[config.mk]
export PLATFORM = sky130hd
export DESIGN_NAME = iob_fifo2stream
export DESIGN_NICKNAME = d
export VERILOG_FILES = /design/src/rtl/iob_fifo2stream.sv
export SDC_FILE = /design/constraint.sdc
export NUM_CORES = 1
export LEC_CHECK = 0
export CAP_MARGIN = 10
export CORE_MARGIN = 2
export CORE_UTILIZATION = 50
export CTS_CLUSTER_DIAMETER = 30
export DETAILED_ROUTE_END_ITERATION = 7
export GPL_ROUTABILITY_DRIVEN = 1
export PLACE_DENSITY = 0.79
export SLEW_MARGIN = 5
export SYNTH_ARGS = -nofsm -noshare
export SYNTH_HDL_FRONTEND = slang
export SYNTH_SLANG_ARGS = --single-unit
[constraint.sdc]
create_clock -name clk_i -period 3.05 [get_ports clk_i]
set_clock_uncertainty 0.05 [all_clocks]
set_input_delay 0.4575 -clock clk_i [delete_from_list [all_inputs] [get_ports clk_i]]
set_output_delay 0.4575 -clock clk_i [all_outputs]
set_load 0.01 [all_outputs]
[src/rtl/iob_fifo2stream.sv]
// Read-side adapter: turns a FIFO read port (data one cycle after r_en) into a
// full-throughput valid/ready stream. Optional framing via IOB_FIFO2STREAM_LAST_EN.
module iob_fifo2stream #(
  parameter int DATA_W = 21,
  parameter int LEN_W  = 16
) (
  input  logic              clk_i,
  input  logic              arst_n_i,
  input  logic              rst_i,
  input  logic              en_i,
  output logic              fifo_r_en_o,
  input  logic              fifo_empty_i,
  input  logic [DATA_W-1:0] fifo_r_data_i,
  output logic              valid_o,
  input  logic              ready_i,
  output logic [DATA_W-1:0] data_o,
`ifdef IOB_FIFO2STREAM_LAST_EN
  input  logic [LEN_W-1:0]  len_i,
  output logic              last_o,
`endif
  output logic [1:0]        level_o
);

  logic [DATA_W-1:0] r_buf0;
  logic [DATA_W-1:0] r_buf1;
  logic [1:0]        r_level;
  logic              r_pending;
  logic              w_pop;
  logic              w_rEn;
  logic [2:0]        w_occ;

  assign w_pop   = (r_level != 2'd0) & ready_i;
  // Words that will occupy the buffer after this edge, counting the in-flight read.
  assign w_occ   = {1'b0, r_level} + {2'b00, r_pending} - {2'b00, w_pop};
  assign w_rEn   = arst_n_i & en_i & ~fifo_empty_i & ~rst_i & (w_occ < 3'd2);

  assign fifo_r_en_o = w_rEn;
  assign valid_o     = (r_level != 2'd0);
  assign data_o      = r_buf0;
  assign level_o     = r_level;

  always_ff @(posedge clk_i or negedge arst_n_i) begin
    if (!arst_n_i) begin
      r_buf0    <= '0;
      r_buf1    <= '0;
      r_level   <= 2'd0;
      r_pending <= 1'b0;
    end else if (rst_i) begin
      r_buf0    <= '0;
      r_buf1    <= '0;
      r_level   <= 2'd0;
      r_pending <= 1'b0;
    end else begin
      r_pending <= w_rEn;
      case ({w_pop, r_pending})
        2'b11: begin
          if (r_level == 2'd1) begin
            r_buf0 <= fifo_r_data_i;
          end else begin
            r_buf0 <= r_buf1;
            r_buf1 <= fifo_r_data_i;
          end
        end
        2'b10: begin
          r_buf0  <= r_buf1;
          r_level <= r_level - 2'd1;
        end
        2'b01: begin
          if (r_level == 2'd0) begin
            r_buf0 <= fifo_r_data_i;
          end else begin
            r_buf1 <= fifo_r_data_i;
          end
          r_level <= r_level + 2'd1;
        end
        default: begin
        end
      endcase
    end
  end

`ifdef IOB_FIFO2STREAM_LAST_EN
  logic [LEN_W-1:0] r_wordCnt;
  logic [LEN_W-1:0] r_len;
  logic [LEN_W-1:0] w_lenRaw;
  logic [LEN_W-1:0] w_lenEff;
  logic             w_last;

  // The first word of a frame uses len_i live; later words use the sampled copy.
  assign w_lenRaw = (r_wordCnt == '0) ? len_i : r_len;
  assign w_lenEff = (w_lenRaw == '0) ? {{(LEN_W-1){1'b0}}, 1'b1} : w_lenRaw;
  assign w_last   = valid_o & (r_wordCnt == w_lenEff - {{(LEN_W-1){1'b0}}, 1'b1});
  assign last_o   = w_last;

  always_ff @(posedge clk_i or negedge arst_n_i) begin
    if (!arst_n_i) begin
      r_wordCnt <= '0;
      r_len     <= '0;
    end else if (rst_i) begin
      r_wordCnt <= '0;
      r_len     <= '0;
    end else if (w_pop) begin
      if (r_wordCnt == '0) begin
        r_len <= len_i;
      end
      if (w_last) begin
        r_wordCnt <= '0;
      end else begin
        r_wordCnt <= r_wordCnt + {{(LEN_W-1){1'b0}}, 1'b1};
      end
    end
  end
`endif

endmodule

==> results.toml <==
[clock_tree]
clk_latency_ps = 290
root_buffer = "clkbuf_8"
hold_buffers = 0
cts_buffers = 5
cts_max_level = 2
clock-sinks = 45
tritoncts = "built"
cts_buffer_depth = 2
clk_pin_slew_ps = 80

[pwr]
switchingPower_mw = 0.684
p_sw_frac = 0.345
power.leakage_nw = 1.33
pwr-share-seq = 0.358
share_comb_of_total_power = 0.423
p_per_area_nw_per_um2 = 655
p_int_mw = 1.30
ir_drop_mv = 0.601
power_mw = 1.98
p_clk_frac = 0.219

[placed_design]
place_ws_ps = -233
dp.cells = 302
hpwl_um = 3440
gp_congestion = 0.795
io_buffers = 51

[routing]
via_per_inst = 6.30
drt_first_iter_violations = 147
ant_nets = 0
wirelength_um = 5440
num_vias = 1946
wl_per_cell_um = 17.6
drcViolationCount = 0
first_pass_iters = 4

[floorplan]
ios = 52
core_um2 = 4660
dieWidth_um = 73.1
die_h_um = 73.1
row_count = 25
dieArea_um2 = 5340
initial_utilization = 0.512

[worst_setup_path]
worstSetupEndpointType = "primary output"
reg2reg_setup_slack_ps = 470
slowest_delay_ps = 480
cp.arrival_ps = 2360
crit_chain = "inv_1 > ha_1 > nor2b_2 > ha_1 > nand2b_1 > fa_1 > nand4b_1 > nor3_2 > clkbuf_2"
critPathBufInv = 2
crit_fanout = 2
critPathSlowestCell = "fa_1"
crit_family = "adder cells"
cp.required_ps = 2540
cpMostUsedCell = "ha_1"
critical_path_class = "flop to primary output"
startpoint_type = "flop"

[global_route]
met2_usage = 0.322
grt_usage = 0.215
gr-max-usage-layer = "met2"
grt_util_met1 = 0.311
gr-total-overflow = 0
grt_max_degree = 46
grt_pass1_wl_um = 8960
grt_pass1_vias = 1846
antenna_found_initial = 0
grt_use_met3 = 0.0511

[synth]
syn-cell-area_um2 = 2380
netlist_top_cells_area = "dfrtp_1, a22o_1, mux2i_1"
ys_async_sr_fraction = 1.00
avgSynthCellArea_um2 = 11.6
synth_ff_type = "dfrtp_1"
yosys.area.top_type_share = 0.472
ys_types = 27
ys_ff_latch = 45
synth_enable_flop_cells = 0
syn_nets = 239
ys_seq_area_frac = 0.472
synthCells = 205
yosysWarningCount = 0
yosysTopAreaCell = "dfrtp_1"

[layout]
area_delta_synth_final_pct = 27.0
final_cells = 309
fin_nets = 289
layout_common_cells = "clkdlybuf4s50_1, dfrtp_1, a22o_1, mux2i_1, a221oi_1"
fin_util = 0.650
n_antenna_cell = 0
final_layout_size_suffix_gt1_frac = 0.110
final_common_cell = "clkdlybuf4s50_1"

[sta]
fin_crit_ps = 2870
hold_viol = 0
holdWs_ps = 261
layout_worst_path_cycle_share = 0.941
fin_ws_ps = 179
slew_headroom = 0.284
worstMarginPinSlew_ps = 1070
rsz0062_at_grt = "false"
maxSlewViolCount = 0
max_clock_freq_mhz = 348
setup_viol_count_final = 0

[worst_hold_path]
worstHoldPathType = "primary input to asynchronous set/reset pin"

[run]
cap_viol_max_count = 0

[outcome]
status = "finished clean"
per-layer routing:
layer / routed length, µm / share of wire
met1: 2610 / 0.48
met2: 2440 / 0.45
met3: 315 / 0.058
met4: 69 / 0.013
met5: 0 / 0
cells by family (layout without fill, tap and decap cells):
family                     Yosys count  count (layout)  share of synthesized area
AOI/OAI and AO/OA                   86              86                      0.288
muxes                               22              22                     0.0944
DFF                                 45              45                      0.472
xor gates and xnor gates             2               2                    0.00735
buffers and inverters               28              78                     0.0672
and+or+nand+nor                     15              15                     0.0315
adders and majority gates            7               7                     0.0399
through the flow:
stage	TNS (ps)	instance area, µm²
6_report	0	3030
5_1_grt	0	3030
4_1_cts	0	3030
3_5_place_dp	-233	2930
3_3_place_gp	-218	2930
2_1_floorplan	0	2390
state kept, by name (all words and copies together) (netlist names):
register / count
data_o: 21
level_o: 2
r_buf1: 21
r_pending: 1
power by group through the flow:
stage / registers, mW / clock network [mW] / logic, mW
after floorplan: 0.745 / 0 / 0.531
after global placement: 0.719 / 0 / 0.825
after detailed placement: 0.721 / 0 / 0.836
after CTS: 0.710 / 0.442 / 0.840
after global routing: 0.719 / 0.466 / 0.927
final: 0.710 / 0.434 / 0.839
cells in the mapped netlist, types with 2 or more instances:
library cell / n
dfrtp_1: 45
a22o_1: 43
a221oi_1: 21
mux2i_1: 21
a21oi_1: 20
buf_2: 8
buf_4: 6
ha_1: 6
inv_1: 6
nor2_1: 5
buf_6: 3
clkbuf_1: 3
nor3_1: 3
nand2_1: 2
area by class of cell:
class,count,area [µm²]
clock inverters,2,35.0
well taps,54,67.6
repair buffers,64,598
flip-flops and latches,45,1130
clock buffers,5,68.8
multi-input cells,132,1110
fillers,338,1630
inverters,7,26.3
final timing paths:
path	startpoint	to	cells after the start
hold / removal	arst_n_i	r_buf1[3]	2
min in group clk_i	data_o[18]	data_o[18]	1
max in group asynchronous	arst_n_i	data_o[7]	2
hold reg to reg	data_o[18]	data_o[18]	1
setup reg to reg	level_o[0]	data_o[13]	8
setup / recovery	level_o[0]	fifo_r_en_o	9
repair_timing:
item / 4_1_cts / 5_1_grt
resized for setup: 1 / 3
buffers inserted: 0 / 0
setup endpoints to repair: 1 / 1
(Power assumes the default switching activity.)
